`src/rtl/dmem_arbiter.sv`:
```
// dmem_arbiter
// Two-master arbiter and access sequencer for the single data-memory port.
// The CPU memory stage and a DMA/debug master share one memory bus. Accesses
// are serialised. Each access runs a variable-latency ready handshake. The
// CPU is held in a stall until its own access completes. A starvation counter
// bounds how long a waiting DMA request can lose to the CPU. A wait counter
// bounds how long an access can hang waiting for memory.
//
// Ports
//   clk_i, reset_ni         clock; asynchronous active-low reset
//   cpu_req_i/wr/addr/
//     wdata/be              CPU access request, held while cpu_stall_o=1
//   cpu_stall_o             pipeline hold (combinational)
//   cpu_rdata_o             CPU read data, non-zero only in the completion cycle
//   cpu_err_o               pulse: CPU access aborted by timeout
//   dma_req_i/wr/addr/
//     wdata/be              DMA access request, held until dma_gnt_o
//   dma_gnt_o               pulse: DMA request latched (IDLE cycle)
//   dma_done_o              pulse: DMA access finished (cycle after ready/abort)
//   dma_rdata_o             registered DMA read data
//   dma_err_o               pulse with dma_done_o when the access timed out
//   mem_req_o/wr/addr/
//     wdata/be              registered memory request, stable while mem_req_o=1
//   mem_ready_i, mem_rdata_i memory completion handshake and read data
module dmem_arbiter #(
  parameter int unsigned STARVE_LIMIT = 4,
  parameter int unsigned TIMEOUT      = 255
) (
  input  logic        clk_i,
  input  logic        reset_ni,
  input  logic        cpu_req_i,
  input  logic        cpu_wr_i,
  input  logic [31:0] cpu_addr_i,
  input  logic [31:0] cpu_wdata_i,
  input  logic [3:0]  cpu_be_i,
  output logic        cpu_stall_o,
  output logic [31:0] cpu_rdata_o,
  output logic        cpu_err_o,
  input  logic        dma_req_i,
  input  logic        dma_wr_i,
  input  logic [31:0] dma_addr_i,
  input  logic [31:0] dma_wdata_i,
  input  logic [3:0]  dma_be_i,
  output logic        dma_gnt_o,
  output logic        dma_done_o,
  output logic [31:0] dma_rdata_o,
  output logic        dma_err_o,
  output logic        mem_req_o,
  output logic        mem_wr_o,
  output logic [31:0] mem_addr_o,
  output logic [31:0] mem_wdata_o,
  output logic [3:0]  mem_be_o,
  input  logic        mem_ready_i,
  input  logic [31:0] mem_rdata_i
);

  typedef enum logic [1:0] {
    IDLE     = 2'd0,
    CPU_BUSY = 2'd1,
    DMA_BUSY = 2'd2
  } state_e;

  localparam logic [3:0] STARVE_MAX = 4'(STARVE_LIMIT);
  localparam logic [7:0] WAIT_LAST  = 8'(TIMEOUT - 1);

  state_e      state_q, state_d;
  logic [3:0]  starve_cnt_q, starve_cnt_d;
  logic [7:0]  wait_cnt_q, wait_cnt_d;
  logic        mem_req_q, mem_req_d;
  logic        mem_wr_q, mem_wr_d;
  logic [31:0] mem_addr_q, mem_addr_d;
  logic [31:0] mem_wdata_q, mem_wdata_d;
  logic [3:0]  mem_be_q, mem_be_d;
  logic        dma_done_q, dma_done_d;
  logic        dma_err_q, dma_err_d;
  logic [31:0] dma_rdata_q, dma_rdata_d;

  logic busy;
  logic timeout;
  logic dma_win;
  logic cpu_win;

  // An access aborts in the cycle the wait counter reaches its last value
  // without ready; with TIMEOUT=N the request is therefore visible N cycles.
  assign busy    = (state_q != IDLE);
  assign timeout = busy && !mem_ready_i && (wait_cnt_q == WAIT_LAST);

  // DMA takes the bus when the CPU is quiet, or when it has already lost
  // STARVE_LIMIT consecutive arbitrations to the CPU.
  assign dma_win = (state_q == IDLE) && dma_req_i &&
                   (!cpu_req_i || (starve_cnt_q == STARVE_MAX));
  assign cpu_win = (state_q == IDLE) && !dma_win && cpu_req_i;

  always_comb begin
    state_d      = state_q;
    starve_cnt_d = starve_cnt_q;
    wait_cnt_d   = wait_cnt_q;
    mem_req_d    = mem_req_q;
    mem_wr_d     = mem_wr_q;
    mem_addr_d   = mem_addr_q;
    mem_wdata_d  = mem_wdata_q;
    mem_be_d     = mem_be_q;
    dma_done_d   = 1'b0;
    dma_err_d    = 1'b0;
    dma_rdata_d  = dma_rdata_q;

    case (state_q)
      IDLE: begin
        if (dma_win) begin
          state_d     = DMA_BUSY;
          mem_req_d   = 1'b1;
          mem_wr_d    = dma_wr_i;
          mem_addr_d  = dma_addr_i;
          mem_wdata_d = dma_wdata_i;
          mem_be_d    = dma_be_i;
          wait_cnt_d  = 8'd0;
        end else if (cpu_win) begin
          state_d     = CPU_BUSY;
          mem_req_d   = 1'b1;
          mem_wr_d    = cpu_wr_i;
          mem_addr_d  = cpu_addr_i;
          mem_wdata_d = cpu_wdata_i;
          mem_be_d    = cpu_be_i;
          wait_cnt_d  = 8'd0;
        end
      end
      CPU_BUSY, DMA_BUSY: begin
        if (mem_ready_i || timeout) begin
          // Completion or abort: always return through IDLE, so no two bus
          // cycles are ever back to back.
          state_d   = IDLE;
          mem_req_d = 1'b0;
          if (state_q == DMA_BUSY) begin
            dma_done_d = 1'b1;
            dma_err_d  = timeout;
            if (mem_ready_i && !mem_wr_q) begin
              dma_rdata_d = mem_rdata_i;
            end
          end
        end else begin
          wait_cnt_d = wait_cnt_q + 8'd1;
        end
      end
      default: begin
        state_d   = IDLE;
        mem_req_d = 1'b0;
      end
    endcase

    // Starvation count: only meaningful while a DMA request is waiting.
    if (!dma_req_i || dma_win) begin
      starve_cnt_d = 4'd0;
    end else if (cpu_win && (starve_cnt_q < STARVE_MAX)) begin
      starve_cnt_d = starve_cnt_q + 4'd1;
    end
  end

  always_ff @(posedge clk_i or negedge reset_ni) begin
    if (!reset_ni) begin
      state_q      <= IDLE;
      starve_cnt_q <= 4'd0;
      wait_cnt_q   <= 8'd0;
      mem_req_q    <= 1'b0;
      mem_wr_q     <= 1'b0;
      mem_addr_q   <= 32'd0;
      mem_wdata_q  <= 32'd0;
      mem_be_q     <= 4'd0;
      dma_done_q   <= 1'b0;
      dma_err_q    <= 1'b0;
      dma_rdata_q  <= 32'd0;
    end else begin
      state_q      <= state_d;
      starve_cnt_q <= starve_cnt_d;
      wait_cnt_q   <= wait_cnt_d;
      mem_req_q    <= mem_req_d;
      mem_wr_q     <= mem_wr_d;
      mem_addr_q   <= mem_addr_d;
      mem_wdata_q  <= mem_wdata_d;
      mem_be_q     <= mem_be_d;
      dma_done_q   <= dma_done_d;
      dma_err_q    <= dma_err_d;
      dma_rdata_q  <= dma_rdata_d;
    end
  end

  // CPU side is combinational so the pipeline advances in the very cycle
  // the memory answers (or the access is abandoned).
  assign cpu_stall_o = cpu_req_i &
                       ~((state_q == CPU_BUSY) & (mem_ready_i | timeout));
  assign cpu_rdata_o = ((state_q == CPU_BUSY) && mem_ready_i) ? mem_rdata_i : 32'd0;
  assign cpu_err_o   = (state_q == CPU_BUSY) && timeout;

  assign dma_gnt_o   = dma_win;
  assign dma_done_o  = dma_done_q;
  assign dma_err_o   = dma_err_q;
  assign dma_rdata_o = dma_rdata_q;

  assign mem_req_o   = mem_req_q;
  assign mem_wr_o    = mem_wr_q;
  assign mem_addr_o  = mem_addr_q;
  assign mem_wdata_o = mem_wdata_q;
  assign mem_be_o    = mem_be_q;

endmodule
```
`config.mk`:
```
export PLATFORM = sky130hd
export DESIGN_NAME = dmem_arbiter
export DESIGN_NICKNAME = d
export VERILOG_FILES = /design/src/rtl/dmem_arbiter.sv
export SDC_FILE = /design/constraint.sdc
export NUM_CORES = 1
export LEC_CHECK = 0
export CAP_MARGIN = 5
export CORE_MARGIN = 2
export CORE_UTILIZATION = 38
export DETAILED_ROUTE_END_ITERATION = 16
export PLACE_DENSITY = 0.85
export SETUP_SLACK_MARGIN = 0.3
export SYNTH_ARGS = -nofsm -noshare
export SYNTH_HDL_FRONTEND = slang
export SYNTH_SLANG_ARGS = --single-unit
export TNS_END_PERCENT = 5
```
`constraint.sdc`:
```
create_clock -name clk_i -period 2.7 [get_ports clk_i]
set_clock_uncertainty 0.15 [all_clocks]
set_input_delay 0.675 -clock clk_i [delete_from_list [all_inputs] [get_ports clk_i]]
set_output_delay 0.675 -clock clk_i [all_outputs]
set_load 0.02 [all_outputs]
```
======== After elaboration in Yosys (flattened, before gate mapping) ========
Index checks and enable logic that the tools add are counted.
storage, ports and cells
  register bits ........................... 118
  output and inout port bits .............. 139
  logic and storage cells ................. 82
cells by class
  $add $sub $neg .......................... 2
  order comparisons ....................... 1
  equality and inequality tests ........... 7
  multiplexer cells ....................... 29
  bitwise logic cells ..................... 4
  reductions and logical operators ........ 28
operators with widths
  kind                 number
  $mux 32              5
  $mux 8               3
  $mux 4               4
  $pmux 8 s2           1
  $mux 1               11
  $logic_and 1x1->1    10
  $add 8x1->8 const B  1
  $eq 8x8->1 const B   1
  $reduce_bool 2->1    4
  $mux 2               3
  $logic_not 1->1      5
  $add 4x1->4 const B  1
  $eq 4x3->1 const B   1
  $lt 4x3->1 const B   1
  $ne 2x2->1 const B   2
  $pmux 2 s2           1
  $reduce_and 2->1     2
  $reduce_and 4->1     1
  $logic_or 1x1->1     3
  $ne 3x3->1 const B   1
  $reduce_and 3->1     1
  $and 1x1->1          2
  $eq 2x1->1 const B   1
  $eq 2x2->1 const B   1
  other kinds (5)      5

======== Longest topological paths before layout ========
Gate-level depths: netlist (run 1).
  depth in word-level cells ............... 9
  gate-level depth with buffers ........... 10
  depth with buffers taken out ............ 6

======== Worst setup path after synthesis (run 1) ========
OpenSTA, ideal clock, no wires.
  path kind ............................... register to output
  start ................................... register state_q[0]
  end ..................................... output cpu_err_o
  data arrival time ....................... 1578 ps
  required time ........................... 1875 ps
  setup slack ............................. 297 ps
  cell stages (with the launch flop) ...... 6
  buffers on the path ..................... 0
  cells stage by stage .................... dfrtp_1 > inv_1 > ha_1 > nor2b_1 > nand4_1 > nor3b_1
on the way
  cells in the longest elaborated chain, start to end .. 4
RTL lines
  what                             RTL line  source
  from (decl)                      66        state_e state_q, state_d;
  from (signal assigned)           172       state_q <= state_d;
  $reduce_bool 2->1                85        assign busy = (state_q != IDLE);
  $logic_and 1x1->1 (2 in series)  86        assign timeout = busy && !mem_ready_i && (wait_cnt_q == WAIT_LAST);
  $logic_and 1x1->1 (*)            191       assign cpu_err_o = (state_q == CPU_BUSY) && timeout;
  to (decl)                        38        output logic cpu_err_o,
Mark *: on every way between the ends. The rest lies on a longest branch, timed or not.

======== Worst setup path in the final report (run 1) ========
  start ................................... register state_q[1]
  end ..................................... output cpu_stall_o
on the way
  cells in the longest elaborated chain, start to end .. 7
RTL lines
  what                             RTL line  source
  $reduce_bool 2->1                85
  $logic_and 1x1->1 (2 in series)  86
  $or 1x1->1                       189       ~((state_q == CPU_BUSY) & (mem_ready_i | timeout));
  $and 1x1->1 (*)                  189
  $not 1->1 (*)                    189
  $and 1x1->1 (*)                  188       assign cpu_stall_o = cpu_req_i &
  to (decl)                        36        output logic cpu_stall_o,
Marked as above.

==> results of run 1 <==
## registers in the layout, summed over array words and instances (netlist names)
register / cells
dma_err_o: 1
dma_done_o: 1
wait_cnt_q: 8
starve_cnt_q: 4
dma_rdata_o: 32
mem_wdata_o: 32
mem_wr_o: 1
mem_be_o: 4
mem_req_o: 1
mem_addr_o: 32
state_q: 2
## cell families (layout without fill, tap and decap cells)
kind of cell | count (synthesis) | count (layout)
AND/OR/NAND/NOR | 211 | 211
XOR/XNOR | 1 | 1
adder cells (fa/ha/maj) | 7 | 7
buffers and inverters | 46 | 400
multiplexers | 33 | 33
AO/OA/AOI/OAI | 99 | 99
flip-flops | 118 | 118
## cell usage in the layout (no fill, tap or decap), types with 7 or more instances in the layout
cell and n:
sky130_fd_sc_hd__o22ai_1 60, sky130_fd_sc_hd__mux2_2 32, sky130_fd_sc_hd__nor2_1 148, sky130_fd_sc_hd__clkdlybuf4s50_1 276, sky130_fd_sc_hd__o22ai_2 10, sky130_fd_sc_hd__o31ai_1 7, sky130_fd_sc_hd__clkdlybuf4s15_2 30, sky130_fd_sc_hd__and3_1 33
sky130_fd_sc_hd__clkbuf_16 17, sky130_fd_sc_hd__dfrtp_1 118, sky130_fd_sc_hd__inv_1 7, sky130_fd_sc_hd__buf_4 40
## power by group through the flow
stage / logic [mW] / registers [mW] / clock network (mW)
after detailed placement: 5.05 / 2.97 / 0
final: 5.10 / 2.94 / 2.45
after global placement: 4.96 / 2.92 / 0
after floorplan: 1.72 / 3.82 / 0
after global routing: 5.42 / 3.03 / 2.58
after CTS: 5.14 / 2.94 / 2.50
## stage by stage
step	worst slack (ns)	utilization, %	TNS (ns)	cell area (µm²)
2_1_floorplan	0.405	-	0	5340
3_3_place_gp	-0.297	64.5	-8.47	8880
3_5_place_dp	-0.339	64.5	-9.66	8880
4_1_cts	0.111	69.7	0	9600
5_1_grt	0.0522	69.7	0	9600
6_report	0.126	69.7	0	9600
## per-layer routing
metal	up-vias	track usage (%)	routed length, µm
met5	-	0	0
met3	40	7.20	1450
met4	0	11.7	529
met2	245	42.3	9390
met1	2502	26.0	6360
li1	2511	-	-
## worst max path at each step
stage	start	to	slack, ns	cells after the start
after floorplan	state_q[0]	cpu_stall_o	0.41	7
after global placement	mem_ready_i	cpu_stall_o	-0.30	5
after detailed placement	mem_ready_i	cpu_rdata_o[20]	-0.34	4
after CTS	state_q[1]	cpu_stall_o	0.11	7
after global routing	state_q[1]	cpu_stall_o	0.05	7
final	state_q[1]	cpu_stall_o	0.13	7
## repair_timing
| item | CTS | global route |
|---|---|---|
| gates resized for setup | 119 | 0 |
| cloned | 1 | 0 |
| pin swaps | 1 | 1 |
| setup endpoints to repair | 35 | 35 |
| buffers inserted | 5 | 0 |
## cell usage after synthesis, types with 5 or more instances
cell type,n
sky130_fd_sc_hd__and3_1,33
sky130_fd_sc_hd__buf_2,24
sky130_fd_sc_hd__clkbuf_1,6
sky130_fd_sc_hd__dfrtp_1,118
sky130_fd_sc_hd__ha_1,7
sky130_fd_sc_hd__inv_1,9
sky130_fd_sc_hd__mux2_2,32
sky130_fd_sc_hd__nand2_1,6
sky130_fd_sc_hd__nand3_1,5
sky130_fd_sc_hd__nor2_1,148
sky130_fd_sc_hd__o21ai_0,6
sky130_fd_sc_hd__o22ai_1,60
sky130_fd_sc_hd__o22ai_2,10
sky130_fd_sc_hd__o31ai_1,7
## layout make-up
type	count	area, µm²
clock inverter	10	175
timing repair buffer	358	3560
multi-input combinational	351	2180
clock buffer	22	464
fill	1009	4170
inverter	10	37.5
sequential	118	2950
tap	180	225
==> flow_summary.toml, run 1 <==
[power_and_ir_drop]
power.static_leakage_nw = 4.20
clock_power_share_pct = 23.4
swShare_pct = 36.4
p_sw_mw = 3.82
fraction_of_power_consumed_by_combinational_cells_pct = 48.6
power.ir.vdd_worst_mv = 0.633
p_seq_share_pct = 28.0
p_int_mw = 6.66
total_power_mw = 10.5
cellPowerDensity_nw_per_um2 = 1090

[timing]
max_slew_headroom_pct = 48.0
slew_violations = 0
clock.fmax_ghz = 0.389
final.min_clock_period_ns = 2.57
worstMarginPinSlew_ns = 0.781
final_hold_viol_count = 0
whs_ns = 0.0188
timing.final.setup_violations = 0
period_share_pct = 95.3
grt_setup_unrepaired = "true"

[logic_synthesis]
synth_simple_gate_area_share_pct = 17.8
yosys.area_share.adder_pct = 1.64
post_synth_main_area_contributors = "sky130_fd_sc_hd__dfrtp_1, sky130_fd_sc_hd__nor2_1, sky130_fd_sc_hd__o22ai_1"
synth.distinct_cells = 44
synth_edf_count = 0
main_combinational_cell_family_by_area_after_synthesis = "simple AND/OR/NAND/NOR gates"
synth-main-ff-cell = "sky130_fd_sc_hd__dfrtp_1"
synthXorXnorAreaFrac_pct = 0.164
syn_nets = 697
synth_top_area_share_pct = 55.3
synth_area_per_cell_um2 = 10.4
muxShareOfSynthArea_pct = 6.94
synth_top_area_cell = "sky130_fd_sc_hd__dfrtp_1"
syn-cell-area_um2 = 5340
ys_warn_count = 0
synth_sequential_area_ratio_pct = 55.3
synth-compound-area-share_pct = 13.7
synth_seq_cells = 118
synth-async-reset-ratio_pct = 100
post_synth_inst_count = 515

[drt]
totalWireLength_um = 17700
route.vias.total = 5298
dr.first_iter.drc_count = 263
via_per_inst = 5.05
avgRoutedWirePerCell_um = 16.9
postRouteAntennaNets = 0
drt_drc_violations_left = 0
drtPass1Iterations = 4

[global_route]
grt_pass1_vias = 5395
pin_count_of_the_biggest_net_entering_global_routing = 71
grt_pass1_wl_um = 27400
track_usage_pct = 23.9
grt-ovfl-total = 0
antenna_found_initial = 0

[flow_run]
cap_viol_max_count = 0

[worst_setup_path]
rr_startpoint = "starve_cnt_q[0]"
r2r_cells = 7
crit_path_max_fanout = 3
worstPathRequired_ns = 1.88
worst-path-buf-inv = 2
minimum_setup_slack_among_reg_to_reg_paths_ns = 0.51
cp_slowest_stage_delay_ns = 0.37
worstSetupPathType = "reg2out"
critical-path-slowest-cell = "sky130_fd_sc_hd__dfrtp_1"
endpoint_kind = "output port"
critical_path.top_delay_family = "simple AND/OR/NAND/NOR gates"
worstPathArrival_ns = 1.75
startpoint_type = "flop"
r2r-end = "mem_wdata_o[18]"
path_cells = "inv_2, ha_4, nor2b_2, and4_1, o21a_1, nor2_1, buf_4"

[status]
status = "complete, no violations"

[die]
dieArea_um2 = 15000
chipHeight_um = 123
core.rowCount = 43
boundaryPins = 314
floorplan.initialDensity_pct = 38.7
core_region_area_um2 = 13800
die_extent_in_x_um = 123

[clocking]
cts_hold_buffers = 0
clk_pin_slew_worst_paths_ns = 0.05
worst_skew_pair.late_latency_ns = 0.41
cts_tree = "built"
numCtsBuffers = 17
cts-root-buf = "sky130_fd_sc_hd__clkbuf_16"
cts_sinks = 118
ctsLongestPathBuffers = 2
cts_max_level = 4

[placed_design]
placedCellCount = 1011
detailedPlacementHpwl_um = 12800
gpl.final_weighted_congestion = 0.861
io_buffers = 313

[final_layout]
drive_above_1_share_pct = 19.2
area.growth.synth_to_final_pct = 79.9
design.final.nets = 1038
final-instance-count-excl-fill = 1049
diodes = 0

[min_path]
min_path_type = "in2async"
No activity file was read; power rests on OpenSTA's default activity.
==> inputs of run 2 (changes only) <==
--- a/config.mk
+++ b/config.mk
@@ -11,6 +11,7 @@
 export DETAILED_ROUTE_END_ITERATION = 16
 export PLACE_DENSITY = 0.85
 export SETUP_SLACK_MARGIN = 0.3
+export SLEW_MARGIN = 40
 export SYNTH_ARGS = -nofsm -noshare
 export SYNTH_HDL_FRONTEND = slang
 export SYNTH_SLANG_ARGS = --single-unit
==> results of run 2 <==
Same layout as run 1: the final DEF is identical, and so are final timing and power.
==> inputs of run 3 (changes only) <==
==> constraint.sdc (replaced) <==
create_clock -name clk_i -period 2.7 [get_ports clk_i]
set_clock_uncertainty 0.15 [all_clocks]
set_input_delay 0.675 -clock clk_i [delete_from_list [all_inputs] [get_ports clk_i]]
set_output_delay 0.675 -clock clk_i [all_outputs]
set_load 0.05 [all_outputs]
==> run 3 against run 2 <==
Against the previous run:
- design area up 3.0%
- critical path depth is 1 higher
- sequential power hardly changed
- setup slack got worse by 0.072 ns
- maximum frequency decreased by 2.7%
- final cell count is 1.9% lower
- via count is 0.51% higher
- global-route usage grew 0.74 points
- worst hold slack improved by 0.037 ns
- largest power group unchanged
- flip-flop and latch count unchanged
- clock power decreased by 8.2%
==> flow_summary.toml, run 3 (synthesis results as in run 1) <==
[min_path]
min_path_type = "in2async"

[power_and_ir_drop]
p_sw_mw = 5.77
swShare_pct = 46.3
p_int_mw = 6.68
fraction_of_power_consumed_by_combinational_cells_pct = 58.3
cellPowerDensity_nw_per_um2 = 1260
p_seq_share_pct = 23.7
total_power_mw = 12.4
power.static_leakage_nw = 4.26
power.ir.vdd_worst_mv = 0.735
clock_power_share_pct = 18.0

[timing]
timing.final.setup_violations = 0
final_hold_viol_count = 0
slew_violations = 0
max_slew_headroom_pct = 62.2
worstMarginPinSlew_ns = 0.566
setup_tns_ns = 0
clock.fmax_ghz = 0.378
final.setup.worst_slack_ns = 0.0540
grt_setup_unrepaired = "true"
final.min_clock_period_ns = 2.65
period_share_pct = 98.0

[flow_run]
cap_viol_max_count = 0

[final_layout]
multi_input_comb_area_um2 = 2250
fin_area_um2 = 9880
drive_above_1_share_pct = 19.3
area.growth.synth_to_final_pct = 85.2
regArea_um2 = 2950
layout_common_cells = "sky130_fd_sc_hd__clkdlybuf4s50_1, sky130_fd_sc_hd__nor2_1, sky130_fd_sc_hd__dfrtp_1"
design.final.nets = 1020
nFillCells = 959
diodes = 0
final_common_cell = "sky130_fd_sc_hd__clkdlybuf4s50_1"
final-instance-count-excl-fill = 1029

[drt]
route.vias.total = 5325
avgRoutedWirePerCell_um = 18.2
dr.first_iter.drc_count = 246
drt_drc_violations_left = 0
via_per_inst = 5.17
totalWireLength_um = 18800
postRouteAntennaNets = 0
drtPass1Iterations = 5

[die]
dieArea_um2 = 15000
core.rowCount = 43
chipHeight_um = 123
die_extent_in_x_um = 123
core_region_area_um2 = 13800
boundaryPins = 314
floorplan.initialDensity_pct = 38.7

[worst_setup_path]
rr_startpoint = "starve_cnt_q[1]"
worstPathArrival_ns = 1.82
r2r_cells = 8
worstPathRequired_ns = 1.88
worstSetupPathType = "reg2out"
endpoint_kind = "output port"
minimum_setup_slack_among_reg_to_reg_paths_ns = 0.57
r2r-end = "mem_wdata_o[16]"
startpoint_type = "flop"
crit_path_max_fanout = 2
worstSetupEndpoint = "cpu_stall_o"
cp-startpoint = "state_q[0]"

[clocking]
worst_skew_pair.late_latency_ns = 0.40
ctsLongestPathBuffers = 2
numCtsBuffers = 17
cts_sinks = 118
cts_hold_buffers = 0
cts_max_level = 4
cts_tree = "built"
cts-root-buf = "sky130_fd_sc_hd__clkbuf_16"
clk_pin_slew_worst_paths_ns = 0.05

[placed_design]
detailedPlace.worstSlack_ns = 0.0831
placement.cell_area_um2 = 9060
gpl.final_weighted_congestion = 0.830
io_buffers = 313
detailedPlacementHpwl_um = 12800
placedCellCount = 986

[global_route]
grt_pass1_vias = 5502
global_route.usage.met2_pct = 45.1
grt-ovfl-total = 0
global_route.usage.met3_pct = 7.71
track_usage_pct = 24.7
antenna_found_initial = 0
pin_count_of_the_biggest_net_entering_global_routing = 71
grt_pass1_wl_um = 28500
globalRouteMet1Util_pct = 26.6
gr-max-usage-layer = "met2"

[status]
status = "complete, no violations"
==> run 3: changes by cell type in the layout (fill, tap and decap cells not counted), moves of 3 or more <==
| cell | before | now |
|---|---|---|
| sky130_fd_sc_hd__and3_1 | 33 | 27 |
| sky130_fd_sc_hd__and3_4 | 0 | 6 |
| sky130_fd_sc_hd__buf_12 | 6 | 42 |
| sky130_fd_sc_hd__buf_2 | 4 | 0 |
| sky130_fd_sc_hd__buf_4 | 40 | 17 |
| sky130_fd_sc_hd__clkdlybuf4s15_2 | 30 | 1 |
| sky130_fd_sc_hd__ha_1 | 6 | 3 |
==> run 3: worst min-delay path by stage <==
| stage | end | from | depth (start not counted) |
|---|---|---|---|
| detailed placement | mem_req_o | mem_req_o | 1 |
| global route | mem_req_o | reset_ni | 1 |
| floorplan | dma_done_o | reset_ni | 0 |
| global placement | mem_req_o | mem_req_o | 1 |
| CTS | dma_rdata_o[28] | reset_ni | 1 |
| finish | dma_rdata_o[2] | reset_ni | 1 |
==> run 3: critical path, cell delays in order (launching register included) <==
cell and delay (ns):
sky130_fd_sc_hd__dfrtp_1 0.39, sky130_fd_sc_hd__inv_2 0.09, sky130_fd_sc_hd__ha_4 0.15, sky130_fd_sc_hd__nor2b_4 0.04, sky130_fd_sc_hd__buf_6 0.10, sky130_fd_sc_hd__and4_4 0.19
sky130_fd_sc_hd__o21a_1 0.20, sky130_fd_sc_hd__nor2_4 0.12, sky130_fd_sc_hd__buf_12 0.14
==> run 3: cell type report <==
type / count / share of cell area [%]
multi-input cells: 351 / 22.8
clock buffers: 20 / 4.62
clock inverters: 10 / 1.32
inverters: 10 / 0.380
repair buffers: 340 / 38.7
well taps: 180 / 2.28
flip-flops and latches: 118 / 29.9
==> run 3: power groups by stage <==
stage	Sequential, mW	Combinational (mW)	Clock (mW)
floorplan	5.46	1.89	0
global placement	2.92	6.89	0
finish	2.95	7.25	2.25
CTS	2.94	7.25	2.28
global route	3.03	7.55	2.39
detailed placement	2.96	6.99	0
==> run 3: metal layers <==
metal | part of all wire [%] | up-vias
li1 | - | 2461
met1 | 37 | 2563
met2 | 53 | 259
met3 | 7.9 | 42
met4 | 2.9 | 0
met5 | 0 | -
==> run 3: what timing repair did <==
| item | 4_1_cts | 5_1_grt |
|---|---|---|
| pin swaps | 6 | 3 |
| setup buffers | 11 | 0 |
| gates resized for setup | 26 | 6 |
| cloned | 2 | 0 |
| setup endpoints to repair | 92 | 134 |
==> run 3: per-stage QoR <==
stage / hold slack (ns) / util [%]
6_report: 0.0560 / 71.8
5_1_grt: 0.0740 / 71.8
4_1_cts: 0.0531 / 71.6
3_5_place_dp: 0.337 / 65.8
3_3_place_gp: 0.334 / 65.8
2_1_floorplan: 0.229 / -
